### src/rtl/pi_digit_scroller_pkg.sv
// Shared types, state encoding and modular address helpers for the pi digit scroller.
package pi_pkg;

    typedef logic [3:0] digit_t;

    typedef enum logic [1:0] {
        ST_IDLE   = 2'd0,
        ST_FETCH  = 2'd1,
        ST_DRAIN  = 2'd2,
        ST_COMMIT = 2'd3
    } state_t;

    localparam int PI_MAX_INDEX = 27640;

    function automatic logic [31:0] wrap_inc(input logic [31:0] a, input logic [31:0] max_idx);
        return (a >= max_idx) ? 32'd0 : a + 32'd1;
    endfunction

    function automatic logic [31:0] wrap_dec(input logic [31:0] a, input logic [31:0] max_idx);
        return (a == 32'd0) ? max_idx : a - 32'd1;
    endfunction

endpackage

### src/rtl/pi_digit_scroller_if.sv
// Digit ROM read bus: the scroller drives the address, the ROM returns a digit a fixed latency later.
interface pi_digit_scroller_if #(
    parameter int INDEX_W = 17
);
    logic [INDEX_W-1:0] rd_addr;
    pi_pkg::digit_t     rd_data;

    modport master (output rd_addr, input rd_data);
    modport slave  (input rd_addr, output rd_data);
endinterface

### src/rtl/pi_digit_scroller_step_tick.sv
// Step prescaler and pending-step merge: automatic ticks and manual requests collapse into one flag.
module pi_step_tick #(
    parameter int STEP_CYCLES = 33554432
) (
    input  logic clk,
    input  logic rst,
    input  logic pause,
    input  logic step_req,
    input  logic take,
    output logic pending
);
    localparam int TICK_W = (STEP_CYCLES > 1) ? $clog2(STEP_CYCLES) : 1;
    localparam logic [TICK_W-1:0] TICK_LAST = TICK_W'(STEP_CYCLES - 1);

    logic [TICK_W-1:0] r_tick;
    logic              r_pending;
    logic              w_auto;

    assign w_auto = ~pause && (r_tick == TICK_LAST);

    always_ff @(posedge clk or posedge rst) begin
        if (rst) begin
            r_tick    <= '0;
            r_pending <= 1'b0;
        end else begin
            if (!pause) begin
                r_tick <= w_auto ? '0 : r_tick + 1'b1;
            end
            // A new step landing in the same cycle the old one is taken must survive.
            r_pending <= w_auto | step_req | (r_pending & ~take);
        end
    end

    assign pending = r_pending;

endmodule

### src/rtl/pi_digit_scroller.sv
// Scrolling window of N_DIGITS pi digits fetched from a latency-FETCH_LATENCY ROM, committed atomically.
// Define PI_SCROLL_DECPOINT_EN to mark the committed position of address 0 in dp_mask.
module pi_digit_scroller
    import pi_pkg::*;
#(
    parameter int N_DIGITS      = 8,
    parameter int INDEX_W       = 17,
    parameter int MAX_INDEX     = PI_MAX_INDEX,
    parameter int STEP_CYCLES   = 33554432,
    parameter int FETCH_LATENCY = 1
) (
    input  logic                  clk,
    input  logic                  rst,
    input  logic                  pause,
    input  logic                  dir,
    input  logic                  step_req,
    pi_digit_scroller_if.master   rom,
    output logic [4*N_DIGITS-1:0] digits,
    output logic [N_DIGITS-1:0]   dp_mask,
    output logic [INDEX_W-1:0]    base,
    output logic                  frame_valid
);
    localparam int SLOT_W = (N_DIGITS > 1) ? $clog2(N_DIGITS) : 1;
    localparam logic [SLOT_W-1:0] SLOT_LAST = SLOT_W'(N_DIGITS - 1);

    state_t                   r_state;
    state_t                   w_state_nxt;
    logic                     w_pending;
    logic                     w_take;
    logic                     w_fetch_adv;
    logic                     w_cap;
    logic [INDEX_W-1:0]       r_next_base;
    logic [INDEX_W-1:0]       r_rd_addr;
    logic [INDEX_W-1:0]       r_base;
    logic [INDEX_W-1:0]       w_stepped;
    logic [INDEX_W-1:0]       w_addr_inc;
    logic [SLOT_W-1:0]        r_issue_cnt;
    logic [SLOT_W-1:0]        r_cap_cnt;
    logic [FETCH_LATENCY-1:0] r_vld;
    digit_t                   r_shadow [N_DIGITS];
    logic [4*N_DIGITS-1:0]    w_shadow_flat;
    logic [4*N_DIGITS-1:0]    r_digits;
    logic                     r_frame_valid;

    pi_step_tick #(
        .STEP_CYCLES (STEP_CYCLES)
    ) u_step_tick (
        .clk      (clk),
        .rst      (rst),
        .pause    (pause),
        .step_req (step_req),
        .take     (w_take),
        .pending  (w_pending)
    );

    assign w_stepped  = dir ? INDEX_W'(wrap_dec(32'(r_next_base), 32'(MAX_INDEX)))
                            : INDEX_W'(wrap_inc(32'(r_next_base), 32'(MAX_INDEX)));
    assign w_addr_inc = INDEX_W'(wrap_inc(32'(r_rd_addr), 32'(MAX_INDEX)));
    assign w_cap      = r_vld[FETCH_LATENCY-1];

    always_comb begin
        w_shadow_flat = '0;
        for (int i = 0; i < N_DIGITS; i++) begin
            w_shadow_flat[4*i +: 4] = r_shadow[i];
        end
    end

    always_ff @(posedge clk or posedge rst) begin
        if (rst) begin
            r_state <= ST_FETCH;
        end else begin
            r_state <= w_state_nxt;
        end
    end

    always_comb begin
        w_state_nxt = r_state;
        w_take      = 1'b0;
        w_fetch_adv = 1'b0;
        case (r_state)
            ST_IDLE: begin
                if (w_pending) begin
                    w_take      = 1'b1;
                    w_state_nxt = ST_FETCH;
                end
            end
            ST_FETCH: begin
                if (r_issue_cnt == SLOT_LAST) begin
                    w_state_nxt = ST_DRAIN;
                end else begin
                    w_fetch_adv = 1'b1;
                end
            end
            ST_DRAIN: begin
                if (w_cap && (r_cap_cnt == SLOT_LAST)) begin
                    w_state_nxt = ST_COMMIT;
                end
            end
            ST_COMMIT: w_state_nxt = ST_IDLE;
            default:   w_state_nxt = ST_FETCH;
        endcase
    end

    // rd_addr is loaded with the stepped base on the accept edge, so FETCH cycle k already shows address k.
    always_ff @(posedge clk or posedge rst) begin
        if (rst) begin
            r_next_base   <= '0;
            r_rd_addr     <= '0;
            r_issue_cnt   <= '0;
            r_cap_cnt     <= '0;
            r_vld         <= '0;
            r_digits      <= '0;
            r_base        <= '0;
            r_frame_valid <= 1'b0;
            for (int i = 0; i < N_DIGITS; i++) begin
                r_shadow[i] <= '0;
            end
        end else begin
            r_vld[0] <= (r_state == ST_FETCH);
            for (int i = 1; i < FETCH_LATENCY; i++) begin
                r_vld[i] <= r_vld[i-1];
            end
            r_frame_valid <= (r_state == ST_COMMIT);
            if (w_take) begin
                r_next_base <= w_stepped;
                r_rd_addr   <= w_stepped;
                r_issue_cnt <= '0;
                r_cap_cnt   <= '0;
            end
            if (w_fetch_adv) begin
                r_rd_addr   <= w_addr_inc;
                r_issue_cnt <= r_issue_cnt + 1'b1;
            end
            if (w_cap) begin
                r_shadow[r_cap_cnt] <= rom.rd_data;
                r_cap_cnt           <= r_cap_cnt + 1'b1;
            end
            if (r_state == ST_COMMIT) begin
                r_digits <= w_shadow_flat;
                r_base   <= r_next_base;
            end
        end
    end

`ifdef PI_SCROLL_DECPOINT_EN
    logic [N_DIGITS-1:0] r_dp_shadow;
    logic [N_DIGITS-1:0] r_dp_mask;

    always_ff @(posedge clk or posedge rst) begin
        if (rst) begin
            r_dp_shadow <= '0;
            r_dp_mask   <= '0;
        end else begin
            if (r_state == ST_FETCH) begin
                r_dp_shadow[r_issue_cnt] <= (r_rd_addr == '0);
            end
            if (r_state == ST_COMMIT) begin
                r_dp_mask <= r_dp_shadow;
            end
        end
    end

    assign dp_mask = r_dp_mask;
`else
    assign dp_mask = '0;
`endif

    assign rom.rd_addr = r_rd_addr;
    assign digits      = r_digits;
    assign base        = r_base;
    assign frame_valid = r_frame_valid;

endmodule

### src/flat_wrapper.sv
// flat-port wrapper written by rule: the top's interface ports become plain ports
module pi_digit_scroller_flat import pi_pkg::*;
#(
    parameter int N_DIGITS      = 8,
    parameter int INDEX_W       = 17,
    parameter int MAX_INDEX     = PI_MAX_INDEX,
    parameter int STEP_CYCLES   = 33554432,
    parameter int FETCH_LATENCY = 1
)
  (clk, rst, pause, dir, step_req, digits, dp_mask, base, frame_valid, rom_rd_addr, rom_rd_data);
  pi_digit_scroller_if #(.INDEX_W(INDEX_W)) rom_i ();
  input  logic clk;
  input  logic rst;
  input  logic pause;
  input  logic dir;
  input  logic step_req;
  output logic [4*N_DIGITS-1:0] digits;
  output logic [N_DIGITS-1:0] dp_mask;
  output logic [INDEX_W-1:0] base;
  output logic frame_valid;
  output wire logic [$bits(rom_i.rd_addr)-1:0] rom_rd_addr;
  input wire logic [$bits(rom_i.rd_data)-1:0] rom_rd_data;
  assign rom_rd_addr = rom_i.rd_addr;
  assign rom_i.rd_data = rom_rd_data;
  pi_digit_scroller #(.N_DIGITS(N_DIGITS), .INDEX_W(INDEX_W), .MAX_INDEX(MAX_INDEX), .STEP_CYCLES(STEP_CYCLES), .FETCH_LATENCY(FETCH_LATENCY)) u_core (.clk(clk), .rst(rst), .pause(pause), .dir(dir), .step_req(step_req), .rom(rom_i), .digits(digits), .dp_mask(dp_mask), .base(base), .frame_valid(frame_valid));
endmodule
### config.mk
export PLATFORM = sky130hd
export DESIGN_NAME = pi_digit_scroller_flat
export DESIGN_NICKNAME = d
export VERILOG_FILES = /design/src/rtl/pi_digit_scroller_pkg.sv /design/src/rtl/pi_digit_scroller_if.sv /design/src/rtl/pi_digit_scroller_step_tick.sv /design/src/rtl/pi_digit_scroller.sv /design/src/flat_wrapper.sv
export SDC_FILE = /design/constraint.sdc
export NUM_CORES = 1
export LEC_CHECK = 0
export CAP_MARGIN = 25
export CORE_UTILIZATION = 57
export CTS_BUF_LIST = sky130_fd_sc_hd__clkbuf_16
export CTS_CLUSTER_SIZE = 8
export DETAILED_ROUTE_END_ITERATION = 12
export PLACE_DENSITY_LB_ADDON = 0.05
export SYNTH_ARGS = -nofsm -noshare
export SYNTH_HDL_FRONTEND = slang
export SYNTH_HIERARCHICAL = 1
export SYNTH_SLANG_ARGS = --single-unit
### constraint.sdc
create_clock -name clk -period 4.8 [get_ports clk]
set_input_delay 0.96 -clock clk [delete_from_list [all_inputs] [get_ports clk]]
set_output_delay 0.96 -clock clk [all_outputs]
set_load 0.02 [all_outputs]
==> Word-level counts from Yosys, hierarchy flattened <==
Cells that the tools add are included.
{ "totals": {"regBits": 151, "out_inout_bits": 75, "word_cells": 73} }
{ "classes": {"addsub": 6, "magnitude_cmp": 4, "n_eq_ne": 9, "mux": 21, "bitwise_logic": 6, "n_reduce_logical": 8} }
{ "op_table": {"columns": ["cell", "count"], "rows": [
  ["2-to-1 mux 17 bit", 6],
  ["adder 17 x 1 -> 17 bit, second input constant", 2],
  [">= comparator 17 x 15 -> 1 bit, second input constant", 2],
  ["bitwise mux 32 bit", 1],
  ["adder 25 x 1 -> 25 bit, second input constant", 1],
  ["equality test 25 bit, second input constant", 1],
  ["2-to-1 mux 25 bit", 1],
  ["zero test 17 bit", 1],
  ["subtractor 17 x 1 -> 17 bit, second input constant", 1],
  ["demux 4 bit (select 3 bit)", 1],
  ["2-to-1 mux 3 bit", 3],
  ["case mux 2 bit (4 select lines)", 1],
  ["adder 3 x 1 -> 3 bit, second input constant", 2],
  ["equality test 3 bit, second input constant", 2],
  ["2-to-1 mux 2 bit", 3],
  ["equality test 2 bit, second input constant", 2],
  [">= comparator 4 bit, second input constant", 1],
  ["less-than comparator 4 x 1 -> 1 bit, second input constant", 1],
  ["2-to-1 mux 1 bit", 4],
  ["2-to-1 mux 4 bit", 1],
  ["!= test 2 x 1 -> 1 bit, second input constant", 2],
  ["NOT 3 -> 4 bit", 1],
  ["nonzero test 2 bit", 2],
  ["logical AND 1 bit", 3],
  ["other kinds (7)", 9]
]} }

==> Longest topological paths before layout <==
{ "depth": {"depth_word": 6, "depth_mapped": 9} }

==> Modules after synthesis <==
The synthesis kept the hierarchy.
{ "by_module_without_submodules": {"columns": ["mod", "instances", "cells_per_inst", "area_per_inst_um2"], "rows": [
  ["pi_digit_scroller", 1, 579, 6374.9],
  ["pi_step_tick", 1, 126, 1281.2]
]} }

==> Least setup slack after synthesis <==
Ideal clock, no wire load.
{ "synth_timing": {"kind": "input to register", "startpoint": "input dir", "endpoint": "register u_core.r_rd_addr[10], in the netlist u_core/rom.rd_addr[10]", "setup_time_ns": 0.087, "arrival_ns": 2.116, "setup_slack_ns": 2.598, "stages": 6, "n_path_buf": 1, "cell_sequence": "nor3_1 -> o21ai_0 -> nor2_1 -> buf_2 -> a22oi_1 -> o211ai_1"} }
{ "synth_via": {"elab_chain_len": 3} }
{ "synth_lines": {"columns": ["item", "line_no", "source"], "rows": [
  ["from (decl)", "flat_wrapper.sv:15", "input logic dir;"],
  ["2-to-1 mux 17 bit", "pi_digit_scroller.sv:56", "assign w_stepped = dir ? INDEX_W'(wrap_dec(32'(r_next_base), 32'(MAX_INDEX)))"],
  ["2-to-1 mux 17 bit", "pi_digit_scroller.sv:124", "if (w_take) begin"],
  ["2-to-1 mux 17 bit", "pi_digit_scroller.sv:130", "if (w_fetch_adv) begin"],
  ["to (signal assigned)", "pi_digit_scroller.sv:126", "r_rd_addr <= w_stepped;"],
  ["to (signal assigned)", "pi_digit_scroller.sv:131", "r_rd_addr <= w_addr_inc;"],
  ["to (decl)", "pi_digit_scroller.sv:33", "logic [INDEX_W-1:0] r_rd_addr;"]
]} }
Every way passes these cells. The select of a mux whose other input is x is not followed.
A chain may end at the register's enable or synchronous reset.

==> Final worst setup path <==
{ "layout_timing": {"startpoint": "register u_core.r_issue_cnt[0]", "endpoint": "register u_core.r_rd_addr[14], in the netlist u_core/rom.rd_addr[14]"} }
{ "layout_via": {"elab_chain_len": 4} }
{ "layout_lines": {"columns": ["item", "line_no", "source"], "rows": [
  ["from (decl)", "pi_digit_scroller.sv:37", "logic [SLOT_W-1:0] r_issue_cnt;"],
  ["from (signal assigned)", "pi_digit_scroller.sv:132", "r_issue_cnt <= r_issue_cnt + 1'b1;"],
  ["equality test 3 bit *", "pi_digit_scroller.sv:88", "if (r_issue_cnt == SLOT_LAST) begin"],
  ["2-to-1 mux 1 bit *", "pi_digit_scroller.sv:88", null],
  ["2-to-1 mux 1 bit *", "pi_digit_scroller.sv:80", "case (r_state)"],
  ["2-to-1 mux 17 bit / nonzero test 2 bit (equally long branches)", null, null]
]} }
Mark *: on every way between the ends. The rest lies on a longest branch, timed or not.

==> impl_metrics.csv <==
group,metric,value,unit
finish,nets,787,
synthesis,synth-seq-area-share,0.494,
finish,leading_cell_type_in_the_layout_fill_and_taps_excluded,"sky130_fd_sc_hd__dfrtp_1",
outcome,run_status,"finished clean",
power_and_ir_drop,max-vdd-ir-drop,401,uV
synthesis,ys_types,67,
drt,routed-via-count,5891,
global_routing,grt_antenna_before_repair,0,
power_and_ir_drop,powerDensity,653,nW/um2
critical_path,worst_ep_arrival_time,3.25,ns
sta,final.setup.tns,0,ns
global_routing,grt_first_pass_wirelength,29.9,mm
synthesis,number_of_flops_mapped_to_enable_cells_by_yosys,0,
sta,hold_viol_final,0,
sta,tightestPinTransition,0.847,ns
global_routing,grt_start_max_net_pins,73,
placed_design,detailedPlacementHpwl,12.2,mm
synthesis,syn_inst,705,
drt,first_iter_violations,495,
die,die_area,13900,um2
sta,unrepaired_setup_endpoints_after_global_routing,"false",
sta,min_period_over_period,0.609,
synthesis,synth_largest_area_cell,"sky130_fd_sc_hd__dfrtp_1",
sta,timing.final.max_slew_violations,0,
finish,final_layout_size_suffix_gt1_frac,0.179,
clock_network,cts.htree.levels,4,
drt,drc,0,
clock_network,post_cts_resized,0,
drt,drt-total-wl,17.8,mm
synthesis,syn-cell-area,7660,um2
power_and_ir_drop,leakage_power,3.86,nW
placed_design,place.detailed.instances,914,
sta,finClkSkew,0.0101,ns
die,num_rows,41,
hold_path,holdCritPathClass,"reg2reg",
critical_path,worst_setup_end_kind,"flop",
clock_network,cts_inserted_buffers,17,
clock_network,cts_root_buf,"sky130_fd_sc_hd__clkbuf_16",
synthesis,synth_largest_type_area_fraction,0.490,
clock_network,clk_transition_reported_paths,0.06,ns
synthesis,postSynthAreaPerCell,10.9,um2
drt,post_drt_via_cell_ratio,6.21,
clock_network,clock_insertion_delay_worst_skew,0.42,ns
critical_path,required,5.12,ns
global_routing,vias_in_the_first_global_route,5914,
clock_network,cts.sink_count,151,
drt,antenna_violating_nets_post_route,0,
clock_network,cts_hold_buf,0,
drt,post_drt_wl_per_cell,18.8,um
sta,timing.max_slew.rel_slack,0.436,
sta,post-route-min-period,2.92,ns
critical_path,setup_crit_start_kind,"flop",
synthesis,yosys_most_used_dff,"sky130_fd_sc_hd__dfrtp_1",
finish,multi_input_area,3550,um2
finish,flow.area_growth_from_synthesis,18.7,%
clock_network,clock_tree_from_tritoncts,"done",
finish,nFillCells,954,
finish,antenna_cells,0,
sta,final-setup-viol-count,0,
synthesis,yosys_warnings,6,
finish,most-common-layout-cells,"sky130_fd_sc_hd__dfrtp_1 (150), sky130_fd_sc_hd__mux2_2 (82), sky130_fd_sc_hd__clkdlybuf4s50_1 (75)",
global_routing,grt.overflow.total,0,
critical_path,critical_path.max_fanout,11,
placed_design,gp_routability_congestion,0.968,
finish,layout.cells.non_filler,948,
sta,fmax,342,MHz
finish,seqCellArea,3780,um2
die,die_y,118,um
drt,firstDrtPassIters,5,
clock_network,cts_buffer_depth,2,
placed_design,io_buffers,75,
synthesis,ys_ff_latch,151,
die,io-pin-count,84,
die,initial_core_util,0.595,
die,core_area,12900,um2
clock_network,cts_setup_buffers,0,
job,max-cap-violations,0,
synthesis,synthArstFlopShare,1.00,
critical_path,worst-setup-path-type,"reg2reg",
global_routing,grtUsageTotal,0.272,
synthesis,yosys-top-cells-area,"sky130_fd_sc_hd__dfrtp_1 (49%), sky130_fd_sc_hd__mux2_2 (12%), sky130_fd_sc_hd__ha_1 (2.5%)",
die,fp.dieW,118,um
[state kept, by name, indices dropped and copies added (netlist names)]
signal                      count
u_core/digits                  32
u_core/r_next_base             17
u_core/r_vld                    1
u_core/r_state                  2
u_core/r_shadow                32
u_core/r_cap_cnt                3
u_core/u_step_tick/r_tick      25
u_core/r_issue_cnt              3
u_core/frame_valid              1
u_core/base                    17
u_core/rom.rd_addr             17
u_core/u_step_tick/pending      1
[routing by layer]
layer	global-route usage	part of all wire	routed length [um]	vias up
li1	-	-	-	2704
met1	0.345	0.42	7500	2923
met2	0.444	0.50	8910	216
met3	0.0567	0.045	807	48
met4	0.133	0.033	593	0
met5	0	0	0	-
[kinds of logic after synthesis]
kind of cell,after synthesis,share of synthesized area
AND/OR/NAND/NOR,203,0.155
buffers and inverters,79,0.0466
other,1,0.000490
XOR/XNOR,25,0.0286
adder cells (fa/ha/maj),15,0.0245
multiplexers,83,0.122
flip-flops,151,0.494
AO/OA/AOI/OAI,148,0.129
[stage by stage]
step	util	total power, mW	hold slack [ns]	cell area [um2]	setup slack, ns
final	0.706	5.94	0.478	9090	1.88
after detailed placement	0.658	4.66	0.463	8480	1.56
after global placement	0.657	4.55	0.453	8460	1.64
after CTS	0.702	5.95	0.475	9040	1.97
after global routing	0.706	6.30	0.493	9090	1.61
after floorplan	-	3.74	0.435	7680	0.514
[worst max-delay path: stages, from the launching register on]
cell                       delay [ns]
sky130_fd_sc_hd__dfrtp_1         0.39
sky130_fd_sc_hd__ha_1            0.20
sky130_fd_sc_hd__ha_1            0.19
sky130_fd_sc_hd__nor2b_1         0.45
sky130_fd_sc_hd__o211ai_1        0.45
sky130_fd_sc_hd__nor2_1          0.72
sky130_fd_sc_hd__nand2_1         0.15
sky130_fd_sc_hd__o221ai_1        0.25
[final cells by class]
| cell class | instances | area share |
|---|---|---|
| sequential | 151 | 0.416 |
| multi-input combinational | 482 | 0.390 |
| timing repair buffer | 84 | 0.0972 |
| clock buffer | 17 | 0.0468 |
| tap | 172 | 0.0237 |
| clock inverter | 15 | 0.0149 |
| inverter | 27 | 0.0114 |
[final timing paths]
kind	start	slack, ns	cells after the start	end
max	u_core/r_issue_cnt[0]	1.88	7	u_core/rom.rd_addr[14]
min	u_core/u_step_tick/r_tick[14]	0.48	1	u_core/u_step_tick/r_tick[14]
max reg2reg	u_core/r_issue_cnt[0]	1.88	7	u_core/rom.rd_addr[14]
min reg2reg	u_core/u_step_tick/r_tick[14]	0.48	1	u_core/u_step_tick/r_tick[14]
max in group asynchronous	rst	3.22	4	u_core/r_shadow[20]
min in group asynchronous	rst	0.82	2	u_core/u_step_tick/r_tick[23]
[Yosys cell counts, drive strengths merged, types with 2 or more instances]
cell and count:
nand4 15, nor4 16, nor4b 2, and3 10, o211ai 12, a22oi 7, ha 15, o21ai 32
xnor2 13, buf 32, nor3 24, a31oi 4, clkbuf 20, nand3 22, inv 27, o211a 2
or2 5, a211oi 5, a211o 2, nand4b 3, o22ai 7, a21o 4, nor2 29, nand2b 5
a22o 4, dfrtp 150, a21oi 28, o21a 2, a31o 3, nand2 45, or4 5, or3 8
and4 4, nor3b 5, o221ai 5, o311ai 4, mux2 82, xor2 12, o31ai 13, a221oi 5
o21bai 2
[power breakdown]
part	switching, mW	internal (mW)	total, mW
combinational	1.25	1.14	2.39
clock	0.518	0.757	1.28
sequential	0.513	1.75	2.27
Note: power is estimated with default switching activity, not from simulation.
